**config.mk**
```make
export PLATFORM = sky130hd
export DESIGN_NAME = irq_ctrl
export DESIGN_NICKNAME = d
export VERILOG_FILES = /design/src/rtl/irq_ctrl_pkg.sv /design/src/rtl/irq_prio_enc.sv /design/src/rtl/irq_ctrl.sv
export SDC_FILE = /design/constraint.sdc
export NUM_CORES = 1
export LEC_CHECK = 0
export CORE_ASPECT_RATIO = 0.7
export CORE_MARGIN = 2
export CORE_UTILIZATION = 45
export DETAILED_ROUTE_END_ITERATION = 6
export GPL_TIMING_DRIVEN = 0
export PLACE_DENSITY = 0.78
export SETUP_SLACK_MARGIN = 0.02
export SYNTH_ARGS = -nofsm -noshare
export SYNTH_HDL_FRONTEND = slang
export SYNTH_SLANG_ARGS = --single-unit
export TNS_END_PERCENT = 5
```
**constraint.sdc**
```tcl
create_clock -name wb_clk_i -period 2.2 [get_ports wb_clk_i]
set_input_delay 0.44 -clock wb_clk_i [delete_from_list [all_inputs] [get_ports wb_clk_i]]
set_output_delay 0.44 -clock wb_clk_i [all_outputs]
set_load 0.02 [all_outputs]
```
**src/rtl/irq_ctrl_pkg.sv**
```systemverilog
// Shared definitions for the interrupt controller: register map, FSM encoding
// and a small one-hot helper.
package irq_ctrl_pkg;

    localparam int IRQ_W = 8;

    localparam logic [3:0] ADDR_MASK    = 4'd0;
    localparam logic [3:0] ADDR_EDGE    = 4'd1;
    localparam logic [3:0] ADDR_PENDING = 4'd2;
    localparam logic [3:0] ADDR_VBASE   = 4'd3;
    localparam logic [3:0] ADDR_INSERV  = 4'd4;
    localparam logic [3:0] ADDR_EOI     = 4'd5;

    typedef enum logic [1:0] {
        ST_IDLE    = 2'd0,
        ST_REQ     = 2'd1,
        ST_SERVICE = 2'd2
    } irq_state_e;

    function automatic logic [IRQ_W-1:0] onehot8(input logic [2:0] idx);
        return IRQ_W'(1) << idx;
    endfunction

endpackage

```
**src/rtl/irq_prio_enc.sv**
```systemverilog
// 8-to-3 priority encoder; the lowest set index wins, valid flags any request.
module irq_prio_enc (
    input  logic [7:0] req,
    output logic [2:0] idx,
    output logic       valid
);

    // Scan from the top down so the last hit is the lowest index.
    always_comb begin
        idx   = 3'd0;
        valid = 1'b0;
        for (int i = 7; i >= 0; i--) begin
            if (req[i]) begin
                idx   = 3'(i);
                valid = 1'b1;
            end
        end
    end

endmodule

```
**src/rtl/irq_ctrl.sv**
```systemverilog
// Interrupt controller: synchronised sources, edge/level pending capture,
// single-level request/acknowledge/EOI handshake with a vectored grant.
module irq_ctrl
    import irq_ctrl_pkg::*;
#(
    parameter int NUM_IRQ = 8
) (
    input  logic               wb_clk_i,
    input  logic               rst,
    input  logic [3:0]         addr,
    input  logic [7:0]         data_in,
    output logic [7:0]         data_out,
    input  logic               bus_cyc,
    input  logic               bus_we,
    input  logic [NUM_IRQ-1:0] irq_in,
    input  logic               int_ack,
    output logic               int_req,
    output logic [7:0]         int_vec,
    output irq_state_e         fsm_state
);

    // Handshake: int_req is high exactly while the FSM sits in REQ; an int_ack
    // pulse is honoured only in that state and drops int_req on the next edge.

    logic [NUM_IRQ-1:0] sync1;
    logic [NUM_IRQ-1:0] sync2;
    logic [NUM_IRQ-1:0] sync_d;
    logic [NUM_IRQ-1:0] mask_r;
    logic [NUM_IRQ-1:0] edge_r;
    logic [NUM_IRQ-1:0] pend_r;
    logic [NUM_IRQ-1:0] inserv_r;
    logic [4:0]         vbase_r;
    irq_state_e         state_r;

    logic               bus_wr;
    logic               eoi;
    logic [NUM_IRQ-1:0] rise;
    logic [NUM_IRQ-1:0] active;
    logic [NUM_IRQ-1:0] w1c;
    logic [NUM_IRQ-1:0] grant_clr;
    logic [NUM_IRQ-1:0] pend_next;
    logic [2:0]         win_idx;
    logic               win_valid;
    logic               grant;

    assign bus_wr    = bus_cyc & bus_we;
    assign eoi       = bus_wr && (addr == ADDR_EOI);
    assign rise      = sync2 & ~sync_d;
    assign active    = pend_r & mask_r;
    assign fsm_state = state_r;

    irq_prio_enc u_prio (
        .req   (active),
        .idx   (win_idx),
        .valid (win_valid)
    );

    assign grant = (state_r == ST_REQ) && win_valid && int_ack;

    always_comb begin
        w1c       = '0;
        grant_clr = '0;
        if (bus_wr && (addr == ADDR_PENDING)) begin
            w1c = data_in;
        end
        if (grant) begin
            grant_clr = onehot8(win_idx) & edge_r;
        end
        // A fresh edge beats any clear in the same cycle; level bits track the input.
        pend_next = (edge_r & (rise | (pend_r & ~w1c & ~grant_clr)))
                  | (~edge_r & sync2);
    end

    always_ff @(posedge wb_clk_i) begin
        if (rst) begin
            sync1  <= '0;
            sync2  <= '0;
            sync_d <= '0;
            pend_r <= '0;
        end else begin
            sync1  <= irq_in;
            sync2  <= sync1;
            sync_d <= sync2;
            pend_r <= pend_next;
        end
    end

    always_ff @(posedge wb_clk_i) begin
        if (rst) begin
            mask_r  <= '0;
            edge_r  <= '1;
            vbase_r <= '0;
        end else if (bus_wr) begin
            case (addr)
                ADDR_MASK:  mask_r  <= data_in;
                ADDR_EDGE:  edge_r  <= data_in;
                ADDR_VBASE: vbase_r <= data_in[7:3];
                default: ;
            endcase
        end
    end

    always_ff @(posedge wb_clk_i) begin
        if (rst) begin
            data_out <= 8'h00;
        end else if (bus_cyc) begin
            case (addr)
                ADDR_MASK:    data_out <= mask_r;
                ADDR_EDGE:    data_out <= edge_r;
                ADDR_PENDING: data_out <= pend_r;
                ADDR_VBASE:   data_out <= {vbase_r, 3'b000};
                ADDR_INSERV:  data_out <= inserv_r;
                default:      data_out <= 8'h00;
            endcase
        end
    end

    always_ff @(posedge wb_clk_i) begin
        if (rst) begin
            state_r  <= ST_IDLE;
            int_req  <= 1'b0;
            int_vec  <= 8'h00;
            inserv_r <= '0;
        end else begin
            case (state_r)
                ST_IDLE: begin
                    if (win_valid) begin
                        state_r <= ST_REQ;
                        int_req <= 1'b1;
                    end
                end
                ST_REQ: begin
                    if (!win_valid) begin
                        state_r <= ST_IDLE;
                        int_req <= 1'b0;
                    end else if (int_ack) begin
                        state_r  <= ST_SERVICE;
                        int_req  <= 1'b0;
                        int_vec  <= {vbase_r, win_idx};
                        inserv_r <= onehot8(win_idx);
                    end
                end
                ST_SERVICE: begin
                    if (eoi) begin
                        state_r  <= ST_IDLE;
                        inserv_r <= '0;
                    end
                end
                default: begin
                    state_r <= ST_IDLE;
                    int_req <= 1'b0;
                end
            endcase
        end
    end

endmodule
```
==> metrics.md, run 1 <==
| Metric | Value |
|---|---|
| Period Utilization, post-route | about 93% |
| Leakage | 1.54 nW |
| Final worst slack | 0.162 ns |
| Worst Setup Path Type | in2reg |
| Placement Rows | 25 |
| Fin Hold WS | 0.438 ns |
| DRC | 0 |
| Die height | 75.3 um |
| DR iter-0 viols | around 240 |
| Final setup vio count | 0 |
| Placed insts | 490 |
| ANT nets after route | 0 |
| Async set-reset flop share out of synthesis | 0% |
| Syn Inst Count | about 350 |
| Clk slew on worst S/H paths | 0.08 ns |
| Final instance area | 0.00399 sq mm |
| R2r worst-path depth | 4 |
| TritonCTS buffer count | 9 |
| Routed WL | 8.26 mm |
| Slew Limit Headroom | 45.9% |
| DR vias | 2,812 |
| Seq. cell area | 0.00160 sq mm |
| Diode count | 0 |
| Syn_area_per_cell | 9.23 sq um |
| Worst Path Buf+Inv | 3 |
| Non-Filler Instances | 506 |
| Crit. End Element | register |
| M2 GR Usage | 33.1% |
| Vias in the first global route | 2,550 |
| Place WS | -0.264 ns |
| Tmin final | 2.04 ns |
| Ports | 44 |
| CP max FO | 10 |
| Final-stage net count | 432 |
| Clk sink count | 80 |
| VDD IR max | 382 uV |
| Critical Path RT | approximately 2.5 ns |
| Cell Area, Synth | approximately 0.0033 sq mm |
| Core ar. | 0.00688 sq mm |
| First-pass GRT wire length | 13.1 mm |
| Met1 GRT Util | 31.3% |
| CTS max path bufs | 2 |
| P&R area growth vs syn | 22.1% |
| Maxcap violations | 0 |
| H-tree depth | 3 |
| EDFF count, synth | 0 |
| Top delay family on crit path | buffers and inverters |
| Critical Path Stages | 7 |
| GRT met3 Usage | between 5 and 6% |
| Achievable Freq | 491 MHz |
| Initial core utilization | 47.5% |
| Pins Over Slew Limit | 0 |
| Die X-Extent | 106 um |
| # Post-CTS Setup Buffers | 0 |
| Number of fill cells | 628 |
| Ys Warns | 0 |
| Hold Path Class | reg2reg |
| Largest net degree at the start of global routing | 13 |
| Layout cell share with drive strength beyond 1 | around 6.8% |
| WL/cell | 16.3 um |
| Via density | approximately 5.6 |
| Area of the multi-input gates | 0.00157 sq mm |
| Clock Tree Root | clkbuf_8 |
| Port Buffer Count | 42 |
| Synth unique cells | between 40 and 50 |
| GRT Util Overall | 22.0% |
| Die ar. | 0.00797 sq mm |
| Final clock skew | 0.00628 ns |
| Synthesized netlist net count | 379 |
| Worst path cell trace | clkdlybuf4s50_1, nor4b_4, and3_1, buf_6, buf_12, nor2b_1, a211o_1 |
| Placer Congestion | 1.01 |
| GR peak layer | met2 |
| Ys flop type | dfxtp_1 |
| Arr. time, crit path | between 2 and 2.5 ns |
| Status | finished, final reports clean |
| Post-DP Area | 0.00381 sq mm |
| Pre-antenna DRT Iters | 6 |
| Power Density | approximately 680 mW/mm^2 |
| CP max-delay cell | clkdlybuf4s50_1 |
| Clock latency on the worst-skew pair | 0.36 ns |
| Hold Path Stages | 2 |
| CP Launch Type | input pin |
| Total Power | ~2.7 mW |
| DP HPWL | 5.94 mm |
| Post-synthesis sequential area ratio | between 40 and 50% |
| CTS tree | built |
| Pin slew with the least headroom to its limit | 0.806 ns |
| #FFs+latches synth | 80 |
| Antenna violations before repair | 0 |
| Slowest stage delay, CP | around 0.54 ns |
| Final Hold Vio Count | 0 |
| GRT overflow | 0 |
| RSZ-0062 raised after global routing | false |
Yosys cell counts, types with 4 or more instances:
master	instances	area (sq um)
nand3_1	6	30.0
a211oi_1	6	45.0
dfxtp_1	80	1600
clkbuf_1	8	30.0
a21oi_1	13	65.1
nand2_1	61	229
mux2i_1	31	310
nor2_1	29	109
a211o_1	6	52.6
a22o_1	6	52.6
o22ai_1	5	31.3
o21ai_0	14	70.1
nor2b_1	36	225
a22oi_1	6	45.0
nand2b_1	4	25.0
worst register-to-register path: stages (launching register included):
cell,delay [ns]
dfxtp_1,0.36
a22oi_1,0.42
nand4_1,0.40
a21oi_2,0.52
a22o_1,0.21
through the flow:
stage	TNS (ns)	util, %
2_1_floorplan	0	-
3_3_place_gp	-3.77	55.3
3_5_place_dp	-5.67	55.3
4_1_cts	0	57.9
5_1_grt	0	58.0
6_report	0	58.0
cells in the final DEF (no fill, tap or decap), types with 9 or more instances in the layout:
cell,count
clkbuf_8,9
mux2i_1,31
clkbuf_1,10
o21ai_0,14
dfxtp_1,80
a21oi_1,13
nor2b_1,36
nor2_1,29
nand2_1,61
clkdlybuf4s50_1,41
worst paths after layout:
check	start	endpoint	slack, ns
hold / removal	data_out[2]	data_out[2]	0.44
hold reg to reg	data_out[2]	data_out[2]	0.44
setup / recovery	addr[0]	edge_r[7]	0.16
setup reg to reg	pend_r[2]	inserv_r[1]	0.23
power by group:
part | switching, mW | internal [mW] | total [mW] | leakage [nW]
registers | 0.0214 | 1.48 | 1.50 | 0.650
logic | 0.0962 | 0.0857 | 0.182 | 0.801
clock network | 0.509 | 0.520 | 1.03 | 0.0941
state kept, by name (all words and copies together) (netlist names):
name       count
int_vec        8
sync_d         8
inserv_r       8
vbase_r        5
edge_r         8
data_out       8
mask_r         8
sync2          8
int_req        1
pend_r         8
sync1          8
fsm_state      2
kinds of logic after synthesis:
kind of cell	share of synthesized area (%)
compound gates	15.5
simple gates	23.1
mux	9.49
flops	49.0
buf+inv	2.87
timing repair:
action                                 CTS  global route
endpoints found under the hold margin    0             0
resized for setup                        0             4
setup endpoints to repair                0             7
hold buffers                             0             0
metal layers:
metal  vias to the layer above  routed length (um)
li1                       1348                   -
met3                        14                 771
met2                       131                3470
met4                         0                 121
met5                         -                   0
met1                      1319                3890
final cells by class:
class	count	share of cell area [%]
tap	94	2.95
multi-input combinational	258	39.4
sequential	80	40.1
clock buffer	12	3.39
timing repair buffer	42	10.6
inverter	1	0.0940
clock inverter	4	1.13
buffer	15	2.32
No activity file was read; power rests on OpenSTA's default activity.
==> inputs of run 2 (changes only) <==
CAP_MARGIN = 20   (was not set)
REMOVE_ABC_BUFFERS = 1   (was not set)
==> run 2 against run 1 <==
Power is 5.4% higher. Sequential share of layout area is 0.13 points higher. Final area decreased by 0.31%. Largest power group unchanged.
==> metrics.md, run 2 (synthesized netlist as in run 1, its figures left out) <==
| Metric | Value |
|---|---|
| Status | finished, final reports clean (unchanged) |
| Non-Filler Instances | 493 (was 506) |
| Clock latency on the worst-skew pair | 0.35 ns (was 0.36 ns) |
| Tmin final | 2.06 ns (was 2.04 ns) |
| Initial core utilization | 47.5% (unchanged) |
| Critical Path RT | 2.43 ns (was 2.45 ns) |
| CTS tree | built (unchanged) |
| TritonCTS buffer count | 9 (unchanged) |
| Number of fill cells | 634 (was 628) |
| First-pass GRT wire length | 12.4 mm (was 13.1 mm) |
| Comb power frac | 6.0% (was 6.7%) |
| Crit. End Element | register (unchanged) |
| DR iter-0 viols | 231 (was 244) |
| Pin slew with the least headroom to its limit | 0.759 ns (was 0.806 ns) |
| Period Utilization, post-route | 93.5% (was 92.7%) |
| VDD IR max | 390 uV (was 382 uV) |
| Pins Over Slew Limit | 0 (unchanged) |
| ANT nets after route | 0 (unchanged) |
| Area of the multi-input gates | 0.00159 sq mm (was 0.00157 sq mm) |
| GR peak layer | met2 (unchanged) |
| Most common cell after layout, fill and taps aside | dfxtp_1 (unchanged) |
| Internal | 2.25 mW (was 2.08 mW) |
| Via density | 5.51 (was 5.56) |
| Clock network fraction of total power | 41.5% (was 38.0%) |
| Worst Setup Path Type | in2reg (unchanged) |
| Die X-Extent | 106 um (unchanged) |
| Final setup vio count | 0 (unchanged) |
| Die height | 75.3 um (unchanged) |
| Diode count | 0 (unchanged) |
| Clk slew on worst S/H paths | 0.07 ns (was 0.08 ns) |
| Part of the power in registers | 52.5% (was 55.3%) |
| DR vias | 2,717 (was 2,812) |
| CP Launch Type | input pin (unchanged) |
| Placer Congestion | 0.925 (was 1.01) |
| Placement Rows | 25 (unchanged) |
| GRT met3 Usage | 6.16% (was 5.99%) |
| Maxcap violations | 0 (unchanged) |
| # hold bufs at CTS | 0 (unchanged) |
| DRC | 0 (unchanged) |
| Final instance area | 0.00398 sq mm (was 0.00399 sq mm) |
| Clock Tree Root | clkbuf_8 (unchanged) |
| Port Buffer Count | 43 (was 42) |
| WL/cell | 15.4 um (was 16.3 um) |
| P&R area growth vs syn | 21.7% (was 22.1%) |
| Reg-to-Reg Start | pend_r[2] (unchanged) |
| Setup crit start | addr[1] (was addr[0]) |
| CTS max path bufs | 2 (unchanged) |
| Placed insts | 477 (was 490) |
| Final clock skew | 0.00735 ns (was 0.00628 ns) |
| Vias in the first global route | 2,495 (was 2,550) |
| Routed WL | 7.61 mm (was 8.26 mm) |
| Util after Layout | 57.8% (was 58.0%) |
| Pre-antenna DRT Iters | 5 (was 6) |
| Slew Limit Headroom | 49.4% (was 45.9%) |
| Highest-count cells in the layout ignoring fill and taps | dfxtp_1 (80), nand2_1 (61), clkdlybuf4s50_1 (40), nor2b_1 (36), mux2i_1 (31) (was dfxtp_1 (80), nand2_1 (61), clkdlybuf4s50_1 (41), nor2b_1 (36), mux2i_1 (31)) |
| Ports | 44 (unchanged) |
| Layout cell share with drive strength beyond 1 | 6.77% (was 6.80%) |
| H-tree depth | 3 (unchanged) |
| Final-stage net count | 420 (was 432) |
| Final Hold Vio Count | 0 (unchanged) |
| Core ar. | 0.00688 sq mm (unchanged) |
| Min-delay src | sync1[7] (was data_out[2]) |
| Net Switching | 0.601 mW (was 0.626 mW) |
| RSZ-0062 raised after global routing | false (unchanged) |
| M2 GR Usage | 29.8% (was 33.1%) |
| DP HPWL | 5.44 mm (was 5.94 mm) |
| Die ar. | 0.00797 sq mm (unchanged) |
| Seq. cell area | 0.00160 sq mm (unchanged) |
| GRT overflow | 0 (unchanged) |
| Arr. time, crit path | 2.29 ns (about the same) |
| Sw Share | 21.0% (was 23.1%) |
| Largest net degree at the start of global routing | 42 (was 13) |
| Post-DP Area | 0.00374 sq mm (was 0.00381 sq mm) |
| GRT Util Overall | 20.4% (was 22.0%) |
| Antenna violations before repair | 0 (unchanged) |
| CP max FO | 10 (unchanged) |
| Power Density | 718 mW/mm^2 (was 679 mW/mm^2) |
| Achievable Freq | 486 MHz (was 491 MHz) |
| Met1 GRT Util | 28.6% (was 31.3%) |
| Clk sink count | 80 (unchanged) |
| Hold Path Class | reg2reg (unchanged) |
| Leakage | 1.53 nW (was 1.54 nW) |
[run 2: layout make-up]
class | count | area share (%)
clock inverter | 3 | 1.64
clock buffer | 12 | 3.90
multi-input combinational | 258 | 39.8
inverter | 1 | 0.0943
sequential | 80 | 40.3
timing repair buffer | 45 | 11.3
tap | 94 | 2.96
[run 2: repair_timing]
action,4_1_cts,5_1_grt
endpoints found under the setup margin,21,19
resized for setup,4,2
setup buffers,0,1
pin swaps,1,1
cloned,0,0
endpoints found under the hold margin,0,0
[run 2: through the flow]
step / worst slack, ns / hold slack [ns] / TNS (ns) / total power [mW]
floorplan: 0.445 / 0.414 / 0 / 1.59
global placement: -1.58 / 0.419 / -67.43 / 1.69
detailed placement: -0.898 / 0.420 / -20.09 / 1.70
CTS: 0.0477 / 0.437 / 0 / 2.87
global route: 0.0761 / 0.458 / 0 / 2.95
finish: 0.143 / 0.437 / 0 / 2.86
[run 2: layer usage]
| layer | part of all wire [%] | routed length, um |
|---|---|---|
| met1 | 49 | 3760 |
| met3 | 7.3 | 556 |
| met2 | 42 | 3190 |
| met4 | 1.3 | 96 |
| met5 | 0 | 0 |
[run 2: power by group through the flow]
stage / Combinational [mW] / Sequential, mW / Clock (mW)
2_1_floorplan: 0.0657 / 1.53 / 0
3_3_place_gp: 0.163 / 1.53 / 0
3_5_place_dp: 0.169 / 1.53 / 0
4_1_cts: 0.169 / 1.50 / 1.21
5_1_grt: 0.186 / 1.50 / 1.26
6_report: 0.171 / 1.50 / 1.19
[run 2: final timing paths]
path                                    to  slack [ns]  depth (start not counted)
worst min-delay path              sync2[7]        0.44                          1
worst max register to register  int_vec[5]        0.30                          5
worst max-delay path            vbase_r[0]        0.14                          6
worst min register to register    sync2[7]        0.44                          1
[run 2: worst max-delay path, stage by stage]
cell	delay, ns
clkdlybuf4s50_1	0.69
nor2b_1	0.30
nand2b_1	0.26
nor2_4	0.30
mux2i_1	0.22
nor2_1	0.07
